**config.mk**
```make
export PLATFORM = sky130hd
export DESIGN_NAME = multicycle_control_fsm
export DESIGN_NICKNAME = d
export VERILOG_FILES = /design/src/rtl/riscv_ctrl_pkg.sv /design/src/rtl/mc_opcode_decode.sv /design/src/rtl/multicycle_control_fsm.sv
export SDC_FILE = /design/constraint.sdc
export NUM_CORES = 1
export LEC_CHECK = 0
export ABC_AREA = 1
export CAP_MARGIN = 20
export CORE_UTILIZATION = 50
export DETAILED_ROUTE_END_ITERATION = 7
export DONT_BUFFER_PORTS = 1
export PLACE_DENSITY = 0.73
export SLEW_MARGIN = 10
export SYNTH_ARGS = -nofsm -noshare
export SYNTH_HDL_FRONTEND = slang
export SYNTH_SLANG_ARGS = --single-unit
```
**constraint.sdc**
```tcl
create_clock -name clk -period 2.9 [get_ports clk]
set_clock_uncertainty 0.05 [all_clocks]
set_input_delay 0.58 -clock clk [delete_from_list [all_inputs] [get_ports clk]]
set_output_delay 0.58 -clock clk [all_outputs]
set_load 0.02 [all_outputs]
```
**src/rtl/riscv_ctrl_pkg.sv**
```systemverilog
// ---------------------------------------------------------------------------
// riscv_ctrl_pkg
//   Shared encodings for the multi-cycle RV32I control path:
//     - RV32I major opcodes recognised by the control FSM
//     - ALUOp class codes handed to the ALU controller
//     - ALUSrcA / ALUSrcB / WBSel mux select encodings
//     - FSM state type and the instruction-class / control-word structs
//   No ports; imported by mc_opcode_decode and multicycle_control_fsm.
// ---------------------------------------------------------------------------
package riscv_ctrl_pkg;

  // Major opcodes (instr[6:0])
  localparam logic [6:0] OPC_RTYPE  = 7'b0110011;
  localparam logic [6:0] OPC_ITYPE  = 7'b0010011;
  localparam logic [6:0] OPC_LOAD   = 7'b0000011;
  localparam logic [6:0] OPC_STORE  = 7'b0100011;
  localparam logic [6:0] OPC_BRANCH = 7'b1100011;
  localparam logic [6:0] OPC_JAL    = 7'b1101111;

  // ALUOp class codes
  localparam logic [1:0] ALUOP_ADD    = 2'b00;  // address / PC arithmetic
  localparam logic [1:0] ALUOP_BRANCH = 2'b01;  // branch compare
  localparam logic [1:0] ALUOP_FUNCT  = 2'b10;  // refine from funct7/funct3

  // ALU operand A select
  localparam logic [1:0] SRCA_PC     = 2'b00;
  localparam logic [1:0] SRCA_RS1    = 2'b01;
  localparam logic [1:0] SRCA_OLD_PC = 2'b10;

  // ALU operand B select
  localparam logic [1:0] SRCB_RS2  = 2'b00;
  localparam logic [1:0] SRCB_FOUR = 2'b01;
  localparam logic [1:0] SRCB_IMM  = 2'b10;

  // Register-file write-back select
  localparam logic [1:0] WB_ALUOUT = 2'b00;
  localparam logic [1:0] WB_MDR    = 2'b01;
  localparam logic [1:0] WB_LINK   = 2'b10;

  typedef enum logic [3:0] {
    ST_FETCH    = 4'd0,
    ST_DECODE   = 4'd1,
    ST_EXEC_R   = 4'd2,
    ST_EXEC_I   = 4'd3,
    ST_MEM_ADDR = 4'd4,
    ST_MEM_RD   = 4'd5,
    ST_MEM_WR   = 4'd6,
    ST_WB_ALU   = 4'd7,
    ST_WB_MEM   = 4'd8,
    ST_BRANCH   = 4'd9,
    ST_JAL      = 4'd10,
    ST_ILLEGAL  = 4'd11
  } mc_state_t;

  // One-hot instruction class; all-zero means the opcode is not supported.
  typedef struct packed {
    logic rtype;
    logic itype;
    logic load;
    logic store;
    logic branch;
    logic jal;
  } insn_class_t;

  // Per-state control word. The *_on_ready bits are qualified by mem_ready
  // at the output, everything else is a pure function of the state.
  typedef struct packed {
    logic [1:0] alu_op;
    logic [1:0] alu_src_a;
    logic [1:0] alu_src_b;
    logic       mem_read;
    logic       mem_write;
    logic       iord;
    logic       ir_write_on_ready;
    logic       pc_write;
    logic       pc_write_on_ready;
    logic       pc_write_cond;
    logic       pc_src;
    logic       reg_write;
    logic [1:0] wb_sel;
    logic       retire;
    logic       retire_on_ready;
    logic       trap;
  } ctrl_t;

  localparam ctrl_t CTRL_IDLE = '0;

endpackage : riscv_ctrl_pkg

```
**src/rtl/mc_opcode_decode.sv**
```systemverilog
// ---------------------------------------------------------------------------
// mc_opcode_decode
//   Combinational opcode -> instruction-class one-hot used by the DECODE
//   dispatch of the multi-cycle control FSM. An unsupported opcode yields an
//   all-zero class vector.
//   Ports:
//     opcode   in  [6:0]         opcode field of the instruction register
//     cls      out insn_class_t  one-hot class (rtype/itype/load/store/branch/jal)
// ---------------------------------------------------------------------------
module mc_opcode_decode
  import riscv_ctrl_pkg::*;
(
  input  logic [6:0]  opcode,
  output insn_class_t cls
);

  always_comb begin
    // NOTE: every always_comb output gets a default first so no path leaves
    // it unassigned, which would otherwise infer a latch.
    cls = '0;
    unique case (opcode)
      OPC_RTYPE:  cls.rtype  = 1'b1;
      OPC_ITYPE:  cls.itype  = 1'b1;
      OPC_LOAD:   cls.load   = 1'b1;
      OPC_STORE:  cls.store  = 1'b1;
      OPC_BRANCH: cls.branch = 1'b1;
      OPC_JAL:    cls.jal    = 1'b1;
      default:    cls        = '0;
    endcase
  end

endmodule : mc_opcode_decode

```
**src/rtl/multicycle_control_fsm.sv**
```systemverilog
// ---------------------------------------------------------------------------
// multicycle_control_fsm
//   Main control FSM of the multi-cycle RV32I core. Steps each instruction
//   through FETCH / DECODE / EXECUTE / MEM / WRITEBACK and drives the shared
//   ALU, memory port, register file and PC controls. Memory accesses stall on
//   mem_ready.
//
//   Build option:
//     MC_ILLEGAL_TRAP_EN defined   - unsupported opcode parks in ILLEGAL with
//                                    trap = 1 until reset.
//     MC_ILLEGAL_TRAP_EN undefined - unsupported opcode retires as a NOP and
//                                    trap stays 0.
//
//   Ports:
//     clk            in   core clock, rising edge
//     reset          in   synchronous active-low reset
//     opcode         in   [OPC_W-1:0] opcode from the instruction register
//     mem_ready      in   memory completes current read/write this cycle
//     ALUOp          out  [ALUOP_W-1:0] ALU class code
//     ALUSrcA        out  [1:0] 00 PC, 01 rs1, 10 old PC
//     ALUSrcB        out  [1:0] 00 rs2, 01 const 4, 10 immediate
//     MemRead        out  memory read request
//     MemWrite       out  memory write request
//     IorD           out  0 PC address, 1 ALUOut address
//     IRWrite        out  latch fetched word into IR
//     PCWrite        out  unconditional PC update
//     PCWriteCond    out  PC update when the branch flag is set
//     PCSrc          out  0 ALU result, 1 ALUOut
//     RegWrite       out  register file write enable
//     WBSel          out  [1:0] 00 ALUOut, 01 MDR, 10 PC link
//     instr_retired  out  pulse in the final state of each instruction
//     trap           out  illegal-opcode flag
// ---------------------------------------------------------------------------
module multicycle_control_fsm
  import riscv_ctrl_pkg::*;
#(
  parameter int OPC_W   = 7,
  parameter int ALUOP_W = 2
) (
  input  logic               clk,
  input  logic               reset,
  input  logic [OPC_W-1:0]   opcode,
  input  logic               mem_ready,
  output logic [ALUOP_W-1:0] ALUOp,
  output logic [1:0]         ALUSrcA,
  output logic [1:0]         ALUSrcB,
  output logic               MemRead,
  output logic               MemWrite,
  output logic               IorD,
  output logic               IRWrite,
  output logic               PCWrite,
  output logic               PCWriteCond,
  output logic               PCSrc,
  output logic               RegWrite,
  output logic [1:0]         WBSel,
  output logic               instr_retired,
  output logic               trap
);

  mc_state_t   state_q, state_d;
  ctrl_t       ctrl_q, ctrl_d;
  ctrl_t       ctrl_out;
  insn_class_t cls;

  mc_opcode_decode u_opcode_decode (
    .opcode (opcode),
    .cls    (cls)
  );

  // Moore control word for a given state.
  function automatic ctrl_t decode_ctrl(input mc_state_t s);
    ctrl_t c;
    c = CTRL_IDLE;
    case (s)
      ST_FETCH: begin
        c.mem_read          = 1'b1;
        c.alu_src_a         = SRCA_PC;
        c.alu_src_b         = SRCB_FOUR;
        c.alu_op            = ALUOP_ADD;
        c.ir_write_on_ready = 1'b1;
        c.pc_write_on_ready = 1'b1;
      end
      ST_DECODE: begin
        // Precompute the branch / jump target into ALUOut.
        c.alu_src_a = SRCA_OLD_PC;
        c.alu_src_b = SRCB_IMM;
        c.alu_op    = ALUOP_ADD;
      end
      ST_EXEC_R: begin
        c.alu_src_a = SRCA_RS1;
        c.alu_src_b = SRCB_RS2;
        c.alu_op    = ALUOP_FUNCT;
      end
      ST_EXEC_I: begin
        c.alu_src_a = SRCA_RS1;
        c.alu_src_b = SRCB_IMM;
        c.alu_op    = ALUOP_FUNCT;
      end
      ST_MEM_ADDR: begin
        c.alu_src_a = SRCA_RS1;
        c.alu_src_b = SRCB_IMM;
        c.alu_op    = ALUOP_ADD;
      end
      ST_MEM_RD: begin
        c.mem_read = 1'b1;
        c.iord     = 1'b1;
      end
      ST_MEM_WR: begin
        c.mem_write       = 1'b1;
        c.iord            = 1'b1;
        c.retire_on_ready = 1'b1;
      end
      ST_WB_ALU: begin
        c.reg_write = 1'b1;
        c.wb_sel    = WB_ALUOUT;
        c.retire    = 1'b1;
      end
      ST_WB_MEM: begin
        c.reg_write = 1'b1;
        c.wb_sel    = WB_MDR;
        c.retire    = 1'b1;
      end
      ST_BRANCH: begin
        c.alu_src_a     = SRCA_RS1;
        c.alu_src_b     = SRCB_RS2;
        c.alu_op        = ALUOP_BRANCH;
        c.pc_write_cond = 1'b1;
        c.pc_src        = 1'b1;
        c.retire        = 1'b1;
      end
      ST_JAL: begin
        c.reg_write = 1'b1;
        c.wb_sel    = WB_LINK;
        c.pc_write  = 1'b1;
        c.pc_src    = 1'b1;
        c.retire    = 1'b1;
      end
      ST_ILLEGAL: begin
`ifdef MC_ILLEGAL_TRAP_EN
        c.trap   = 1'b1;
`else
        c.retire = 1'b1;
`endif
      end
      default: c = CTRL_IDLE;
    endcase
    return c;
  endfunction

  // Next-state logic; the control word is then decoded from the next state
  // so the registered outputs line up with state_q.
  always_comb begin
    state_d = state_q;
    case (state_q)
      ST_FETCH:    if (mem_ready) state_d = ST_DECODE;
      ST_DECODE: begin
        if      (cls.rtype)              state_d = ST_EXEC_R;
        else if (cls.itype)              state_d = ST_EXEC_I;
        else if (cls.load || cls.store)  state_d = ST_MEM_ADDR;
        else if (cls.branch)             state_d = ST_BRANCH;
        else if (cls.jal)                state_d = ST_JAL;
        else                             state_d = ST_ILLEGAL;
      end
      ST_EXEC_R,
      ST_EXEC_I:   state_d = ST_WB_ALU;
      ST_MEM_ADDR: state_d = cls.store ? ST_MEM_WR : ST_MEM_RD;
      ST_MEM_RD:   if (mem_ready) state_d = ST_WB_MEM;
      ST_MEM_WR:   if (mem_ready) state_d = ST_FETCH;
      ST_WB_ALU,
      ST_WB_MEM,
      ST_BRANCH,
      ST_JAL:      state_d = ST_FETCH;
`ifdef MC_ILLEGAL_TRAP_EN
      ST_ILLEGAL:  state_d = ST_ILLEGAL;
`else
      ST_ILLEGAL:  state_d = ST_FETCH;
`endif
      default:     state_d = ST_FETCH;
    endcase
    ctrl_d = decode_ctrl(state_d);
  end

  always_ff @(posedge clk) begin
    // NOTE: sequential state uses non-blocking assignments so every flop
    // samples pre-edge values regardless of statement order.
    if (!reset) begin
      state_q <= ST_FETCH;
      ctrl_q  <= decode_ctrl(ST_FETCH);
    end else begin
      state_q <= state_d;
      ctrl_q  <= ctrl_d;
    end
  end

  // While reset is held low every control goes quiet, even though the state
  // register already sits in FETCH; this also aborts a mid-flight write.
  assign ctrl_out = reset ? ctrl_q : CTRL_IDLE;

  assign ALUOp         = ctrl_out.alu_op;
  assign ALUSrcA       = ctrl_out.alu_src_a;
  assign ALUSrcB       = ctrl_out.alu_src_b;
  assign MemRead       = ctrl_out.mem_read;
  assign MemWrite      = ctrl_out.mem_write;
  assign IorD          = ctrl_out.iord;
  assign IRWrite       = ctrl_out.ir_write_on_ready & mem_ready;
  assign PCWrite       = ctrl_out.pc_write | (ctrl_out.pc_write_on_ready & mem_ready);
  assign PCWriteCond   = ctrl_out.pc_write_cond;
  assign PCSrc         = ctrl_out.pc_src;
  assign RegWrite      = ctrl_out.reg_write;
  assign WBSel         = ctrl_out.wb_sel;
  assign instr_retired = ctrl_out.retire | (ctrl_out.retire_on_ready & mem_ready);
  assign trap          = ctrl_out.trap;

endmodule : multicycle_control_fsm

```
==> results.py, run 1 <==
metrics = {
    "run_status": {
        "outcome": "completed",
    },
    "finish": {
        "antenna_cells": 0,
        "drive_above_1_share_pct": 8.98,
        "fin_nets": 178,
        "area_growth_pct": 4.27,
        "stdcell_area_sq_mm": 0.00104,
    },
    "setup_path": {
        "critPathArrivalTime_ns": 1.21,
        "worstPathMaxFanout": 3,
        "critPathBufInv": 0,
        "crit_required_ns": 2.27,
        "reg2reg_depth": 8,
        "cp.depth": 2,
        "slowest_delay_ns": 0.52,
        "critPathLaunchType": "register",
        "cpLargestDelayFamily": "compound AO/OA/AOI/OAI gates",
        "cp_cell_sequence": "nand2_1 -> o21ai_0",
        "critPathCaptureType": "primary output",
        "crit_type": "register to primary output",
        "crit_slowest_cell": "o21ai_0",
    },
    "run": {
        "maxCapViolCount": 0,
    },
    "hold_path": {
        "holdCritPathClass": "primary input to register",
        "hold_depth": 1,
    },
    "sta": {
        "fin_tns_setup_ns": 0,
        "max_slew.worst_pin.slew_ns": 0.640,
        "slew_headroom_pct": 56.9,
        "slew_viol_final": 0,
        "rsz0062_at_grt": "false",
        "finalSetupViolCount": 0,
        "whs_ns": 0.300,
        "fin_crit_sh_pct": 63.4,
        "hold_viol_final": 0,
        "fmax_ghz": 0.544,
        "min_period_ns": 1.84,
    },
    "logic_synthesis": {
        "yosysUniqueCellTypes": 21,
        "yosys_warnings": 0,
        "ys_ff_latch": 19,
        "synth_top_family_by_area": "simple AND/OR/NAND/NOR gates",
        "yosysSeqAreaShare_pct": 38.1,
        "synth_adder_area_share_pct": 0,
        "synthXorXnorAreaFrac_pct": 0,
        "synthSimpleGateAreaFrac_pct": 41.9,
        "synth-compound-area-share_pct": 3.26,
        "netlist_area_sq_um": 997,
        "synthCells": 166,
        "muxShareOfSynthArea_pct": 0,
        "syn_avg_cell_area_sq_um": 6.01,
        "synth_fp_nets": 176,
    },
    "placement": {
        "hpwl_microns": 1380,
        "place_area_sq_mm": 0.00101,
        "gp_congestion": 0.820,
        "portBuffers": 0,
    },
    "power": {
        "ir_drop_mv": 0.492,
        "leakagePower_nw": 0.662,
        "power_density_mw_per_mm2": 940,
        "power_mw": 0.978,
    },
    "floorplan": {
        "dieArea_sq_mm": 0.00218,
        "rows": 15,
        "die_h_microns": 46.7,
        "dieWidth_microns": 46.7,
        "start_util_pct": 55.3,
        "io_pins": 28,
        "coreArea_sq_mm": 0.00180,
    },
    "global_route": {
        "antenna_found_initial": 0,
        "grt_pass1_vias": 687,
        "grt_max_degree": 24,
        "grtUsageTotal_pct": 18.1,
        "gr-total-overflow": 0,
        "grt_pass1_wl_microns": 2800,
    },
    "drt": {
        "avgRoutedWirePerCell_microns": 9.18,
        "drtAntennaViolNets": 0,
        "finalWirelength_microns": 1760,
        "drc_errors": 0,
        "vias": 879,
        "first_pass_iters": 4,
        "vias_per_cell": 4.58,
        "drtIter0Drc": 16,
    },
    "cts": {
        "cts_root_buf": "clkbuf_4",
        "ctsHtreeMaxLevel": 1,
        "clkTransAtPathRegs_ns": 0.10,
        "ctsHoldBuffers": 0,
        "cts_made_buffers": 3,
        "numClockSinks": 19,
        "cts_tree": "yes",
        "clk_latency_ns": 0.29,
        "clockBufferDepth": 2,
        "cts_resized": 0,
        "cts_setup_buffers": 0,
    },
}
==> placed cells by master, fill, tap and decap left out <==
master / count
a21oi_1: 1
nand2_2: 1
nand3_2: 2
a31oi_1: 1
o22ai_1: 1
nor2_2: 3
and3_2: 1
o21ai_1: 1
o21ai_0: 2
inv_1: 36
conb_1: 1
inv_2: 3
clkbuf_4: 3
nor2_1: 22
nand2_1: 55
clkinv_2: 1
dfxtp_1: 19
nor3_1: 3
nor2_4: 1
nand3_1: 10
==> where the power goes <==
group	total (mW)	switching, mW	leakage, nW	internal (mW)
Combinational	0.468	0.333	0.489	0.135
Sequential	0.382	0.0379	0.156	0.345
Clock	0.128	0.0762	0.0177	0.0514
==> worst register-to-register path, delay by kind of cell, from the launching register on <==
family        cells  cell delay [ns]
simple gates      7             0.82
flops             1             0.38
buf+inv           1             0.09
==> cells in the mapped netlist, drive strengths merged <==
cell type,instances,share of area (%)
o22ai,1,0.63
nor3,3,1.5
nand2,56,21
o21ai,3,1.5
conb,1,0.38
dfxtp,19,38
a31oi,1,0.63
clkbuf,1,0.38
inv,39,15
buf,2,1.3
nand3,12,7.0
and3,1,0.75
nor2,26,11
a21oi,1,0.50
==> sequential cells by signal, summed over array words and instances (netlist names) <==
| signal | count |
|---|---|
| ctrl_q | 15 |
| state_q | 4 |
==> final cells by class <==
cell class,instances,area [sq um]
clock buffers,3,22.5
clock inverters,1,5.00
fillers,191,762
inverters,39,146
multi-input cells,105,454
flip-flops and latches,19,380
well taps,25,31.3
==> routing by layer <==
layer	GRT usage (%)	wire length (microns)	up-vias	share of wire, %
met2	30.3	799	35	45
li1	-	-	481	-
met5	0	0	-	0
met4	3.43	10	0	0.57
met1	22.3	840	361	48
met3	6.27	110	2	6.2
==> metrics by stage <==
stage | util, % | cells | worst slack, ns
floorplan | - | 166 | 0.958
global placement | 56.2 | 188 | 1.08
detailed placement | 56.2 | 188 | 1.07
CTS | 57.7 | 192 | 1.05
global route | 57.7 | 192 | 0.942
finish | 57.7 | 192 | 1.06
==> logic make-up (layout without fill, tap and decap cells) <==
group / count (synthesis) / after routing
AO/OA/AOI/OAI: 6 / 6
other: 1 / 1
AND/OR/NAND/NOR: 98 / 98
buffers and inverters: 42 / 43
flip-flops: 19 / 19
==> final timing paths <==
| kind | startpoint | end | slack (ns) |
|---|---|---|---|
| max | ctrl_q[14] | PCWrite | 1.06 |
| min | reset | ctrl_q[14] | 0.30 |
| max reg2reg | state_q[0] | ctrl_q[7] | 1.48 |
| min reg2reg | state_q[2] | ctrl_q[3] | 0.63 |
Power figures use the tool's default switching activity.
==> run 2, diff against run 1 <==
==> constraint.sdc (replaced) <==
create_clock -name clk -period 1.8 [get_ports clk]
set_clock_uncertainty 0.05 [all_clocks]
set_input_delay 0.36 -clock clk [delete_from_list [all_inputs] [get_ports clk]]
set_output_delay 0.36 -clock clk [all_outputs]
set_load 0.02 [all_outputs]
==> results.py, run 2 (same netlist as run 1, synthesis figures left out) <==
metrics = {
    "run_status": {
        "outcome": "completed",
    },
    "finish": {
        "drive_above_1_share_pct": 10.1,
        "fin_nets": 180,
        "final_cell_mix": "nand2_1 (55), inv_1 (36), nor2_1 (22)",
        "layout_commonest_cell": "nand2_1",
        "nFillCells": 189,
        "regMostFlops": "ctrl_q",
        "antenna_cells": 0,
        "largest_reg_flops": 15,
        "reg_top3": "ctrl_q x15, state_q x4",
        "stdcell_area_sq_mm": 0.00105,
        "area_growth_pct": 5.77,
    },
    "sta": {
        "slew_viol_final": 0,
        "whs_ns": 0.0880,
        "fin_crit_sh_pct": 78.8,
        "finalSetupViolCount": 0,
        "fin_tns_setup_ns": 0,
        "fmax_ghz": 0.705,
        "hold_viol_final": 0,
        "rsz0062_at_grt": "false",
        "min_period_ns": 1.42,
    },
    "drt": {
        "first_pass_iters": 4,
        "drc_errors": 0,
        "vias": 911,
        "drtAntennaViolNets": 0,
        "finalWirelength_microns": 1840,
        "vias_per_cell": 4.70,
        "avgRoutedWirePerCell_microns": 9.49,
        "drtIter0Drc": 14,
    },
    "cts": {
        "cts_resized": 0,
        "ctsHtreeMaxLevel": 1,
        "cts_made_buffers": 3,
        "cts_root_buf": "clkbuf_4",
        "clkTransAtPathRegs_ns": 0.10,
        "cts_setup_buffers": 0,
        "clockBufferDepth": 2,
        "numClockSinks": 19,
        "clk_latency_ns": 0.29,
        "ctsHoldBuffers": 0,
        "cts_tree": "yes",
    },
    "global_route": {
        "antenna_found_initial": 0,
        "grt_pass1_wl_microns": 2850,
        "grt_max_degree": 24,
        "grtUsageTotal_pct": 18.5,
        "gr-total-overflow": 0,
        "grt_pass1_vias": 734,
    },
    "setup_path": {
        "cpLargestDelayFamily": "flip-flops",
        "crit_type": "register to primary output",
        "worstPathMaxFanout": 3,
        "crit_required_ns": 1.39,
        "critPathBufInv": 1,
        "slowest_delay_ns": 0.32,
        "critPathCaptureType": "primary output",
        "crit_slowest_cell": "dfxtp_1",
        "critPathArrivalTime_ns": 1.01,
        "critPathLaunchType": "register",
        "cp_cell_sequence": "nand2_1 -> o21ai_0 -> buf_4",
    },
    "run": {
        "maxCapViolCount": 0,
    },
    "floorplan": {
        "dieWidth_microns": 46.7,
        "rows": 15,
        "die_h_microns": 46.7,
        "io_pins": 28,
        "dieArea_sq_mm": 0.00218,
        "start_util_pct": 55.3,
        "coreArea_sq_mm": 0.00180,
    },
    "power": {
        "power_density_mw_per_mm2": 1510,
        "ir_drop_mv": 0.865,
        "leakagePower_nw": 0.673,
    },
    "placement": {
        "place_area_sq_mm": 0.00103,
        "gp_congestion": 0.893,
        "hpwl_microns": 1470,
        "portBuffers": 0,
    },
    "hold_path": {
        "holdCritPathClass": "primary input to register",
    },
}
-- run 2: layout make-up --
| cell class | count | area [sq um] | share of cell area (%) |
|---|---|---|---|
| timing repair buffer | 2 | 15.0 | 1.42 |
| sequential | 19 | 380 | 36.1 |
| tap | 25 | 31.3 | 2.97 |
| inverter | 39 | 146 | 13.9 |
| clock inverter | 1 | 5.00 | 0.474 |
| clock buffer | 3 | 22.5 | 2.14 |
| multi-input combinational | 105 | 454 | 43.1 |
-- run 2: report_power, final --
group          switching, mW  total (mW)  internal, mW
combinational          0.546       0.775         0.229
clock                  0.123       0.206        0.0826
sequential            0.0590       0.614         0.555
-- run 2: metal layers --
| metal | GRT usage, % | up-vias | wire [microns] |
|---|---|---|---|
| met2 | 33.6 | 26 | 888 |
| met5 | 0 | - | 0 |
| met1 | 20.5 | 395 | 873 |
| met3 | 5.88 | 0 | 79 |
| li1 | - | 490 | - |
| met4 | 4.57 | 0 | 0 |
-- run 2: worst paths after layout --
check	cells past startpoint	slack, ns	endpoint	from
max	3	0.38	PCWrite	ctrl_q[14]
min	1	0.09	ctrl_q[14]	reset
max reg2reg	9	0.39	ctrl_q[16]	state_q[3]
min reg2reg	3	0.65	ctrl_q[1]	state_q[0]
-- run 2: metrics by stage --
step           power (mW)  worst slack (ns)  utilization, %  std cells
3_5_place_dp         1.39             0.416            57.0        190
5_1_grt              1.74             0.233            58.5        194
2_1_floorplan        1.25             0.298               -        166
4_1_cts              1.60             0.371            58.5        194
6_report             1.60             0.381            58.5        194
3_3_place_gp         1.37             0.423            57.0        190
==> run 3, diff against run 2 <==
--- a/config.mk
+++ b/config.mk
@@ -10,7 +10,7 @@
 export CORE_UTILIZATION = 50
 export DETAILED_ROUTE_END_ITERATION = 7
 export DONT_BUFFER_PORTS = 1
-export PLACE_DENSITY = 0.73
+export PLACE_DENSITY = 0.76
 export SLEW_MARGIN = 10
 export SYNTH_ARGS = -nofsm -noshare
 export SYNTH_HDL_FRONTEND = slang
==> constraint.sdc (replaced) <==
create_clock -name clk -period 1.2 [get_ports clk]
set_clock_uncertainty 0.05 [all_clocks]
set_input_delay 0.24 -clock clk [delete_from_list [all_inputs] [get_ports clk]]
set_output_delay 0.24 -clock clk [all_outputs]
set_load 0.02 [all_outputs]
==> results.py, run 3 (same netlist as run 1, synthesis figures left out) <==
metrics = {
    "global_route": {
        "grt_max_degree": 23,
        "grt_pass1_vias": 948,
        "grtUsageTotal_pct": 25.5,
        "grt_pass1_wl_microns": 3930,
        "gr-total-overflow": 0,
        "antenna_found_initial": 0,
    },
    "drt": {
        "avgRoutedWirePerCell_microns": 12.3,
        "vias": 1037,
        "finalWirelength_microns": 2540,
        "drtIter0Drc": 33,
        "vias_per_cell": 5.03,
        "first_pass_iters": 4,
        "drtAntennaViolNets": 0,
        "drc_errors": 0,
    },
    "finish": {
        "drive_above_1_share_pct": 39.2,
        "layout_commonest_cell": "nand2_1",
        "final_cell_mix": "nand2_1 (41), inv_1 (29), dfxtp_1 (14)",
        "antenna_cells": 0,
        "fin_nets": 192,
        "area_growth_pct": 35.0,
        "regMostFlops": "ctrl_q",
        "nFillCells": 138,
        "stdcell_area_sq_mm": 0.00135,
        "largest_reg_flops": 15,
        "postLayoutCoreUtil_pct": 74.7,
        "reg_top3": "ctrl_q x15, state_q x4",
    },
    "cts": {
        "clkTransAtPathRegs_ns": 0.10,
        "cts_made_buffers": 3,
        "cts_root_buf": "clkbuf_4",
        "ctsHtreeMaxLevel": 1,
        "clockBufferDepth": 2,
        "cts_tree": "yes",
        "numClockSinks": 19,
        "clk_latency_ns": 0.29,
    },
    "power": {
        "leakagePower_nw": 0.749,
        "power_mw": 3.29,
        "power_density_mw_per_mm2": 2440,
        "ir_drop_mv": 1.69,
    },
    "setup_path": {
        "crit_required_ns": 1.39,
        "crit_slowest_cell": "dfxtp_4",
        "critPathCaptureType": "register",
        "path_common_cell": "nand2_1",
        "cp_cell_sequence": "inv_4 -> nor2_4 -> nand2_2 -> inv_2 -> nand2_2 -> nand2_4 -> inv_6 -> nor2_2 -> nand2_1 -> nand2_1 -> nand2_1 -> nand2_1",
        "critPathLaunchType": "register",
        "crit_type": "register to register",
        "slowest_delay_ns": 0.38,
        "critPathArrivalTime_ns": 1.58,
        "worstPathMaxFanout": 6,
    },
    "sta": {
        "rsz0062_at_grt": "true",
        "fmax_ghz": 0.718,
        "slew_viol_final": 0,
        "whs_ns": 0.0305,
        "finalSetupViolCount": 18,
        "fin_tns_setup_ns": -1.94,
        "fin_crit_sh_pct": 116,
        "finalWorstSetupSlack_ns": -0.193,
        "hold_viol_final": 0,
        "min_period_ns": 1.39,
    },
    "hold_path": {
        "holdCritPathClass": "primary input to register",
    },
    "run_status": {
        "violations": "setup timing",
        "outcome": "finished, violations left",
    },
    "floorplan": {
        "dieArea_sq_mm": 0.00218,
        "rows": 15,
        "start_util_pct": 55.3,
        "coreArea_sq_mm": 0.00180,
        "io_pins": 28,
        "dieWidth_microns": 46.7,
        "die_h_microns": 46.7,
    },
    "run": {
        "maxCapViolCount": 0,
    },
    "placement": {
        "place_area_sq_mm": 0.00108,
        "portBuffers": 0,
        "hpwl_microns": 1520,
        "gp_congestion": 0.880,
    },
}
## run 3: changes by cell type in the layout (fill, tap and decap cells not counted), moves of 5 or more
cell	previous run	this run
nand2_2	1	12
inv_1	36	29
dfxtp_1	19	14
nand3_1	10	5
nand2_1	55	41
nor2_4	1	7
nor2_1	22	13
buf_4	2	11
## run 3: area by class of cell
type	instances	area (sq um)	area share (%)
Sequential cell	19	397	29.5
Timing Repair Buffer	14	114	8.46
Clock buffer	4	26.3	1.95
Multi-Input combinational cell	105	619	46.0
Inverter	39	159	11.8
Tap cell	25	31.3	2.32
## run 3: worst max-delay path: cells and delay by family (launching register included)
kind                   cells  cell delay (ns)
flip-flops                 1             0.38
AND/OR/NAND/NOR            9             0.71
buffers and inverters      3             0.19
## run 3: stage by stage
stage	setup slack [ns]	instances
3_5_place_dp	-0.206	197
3_3_place_gp	-0.145	197
6_report	-0.193	206
5_1_grt	-0.277	206
4_1_cts	-0.0791	202
2_1_floorplan	0.0124	166
## run 3: report_power, final
group	internal (mW)	switching [mW]	leakage [nW]
Clock	0.129	0.190	0.0150
Sequential	0.869	0.137	0.158
Combinational	0.703	1.26	0.576
Total	1.70	1.59	0.749
## run 3: final timing paths
| path | start | to | slack [ns] | cells past startpoint |
|---|---|---|---|---|
| worst max-delay path | state_q[0] | ctrl_q[16] | -0.19 | 12 |
| worst min-delay path | reset | state_q[1] | 0.03 | 2 |
| worst max register to register | state_q[0] | ctrl_q[16] | -0.19 | 12 |
| worst min register to register | state_q[3] | ctrl_q[3] | 0.69 | 4 |
## run 3: per-layer routing
layer	up-vias	part of all wire, %	global-route usage, %
met2	51	54	48.6
li1	510	-	-
met1	474	40	27.5
met4	0	0.32	9.71
met3	2	5.4	3.92
met5	-	0	0
## run 3: what timing repair did
action,4_1_cts,5_1_grt
hold buffers,1,1
setup endpoints to repair,19,21
pin swaps,12,16
hold endpoints to repair,2,2
setup buffers,0,3
cloned,0,0
resized for setup,43,23
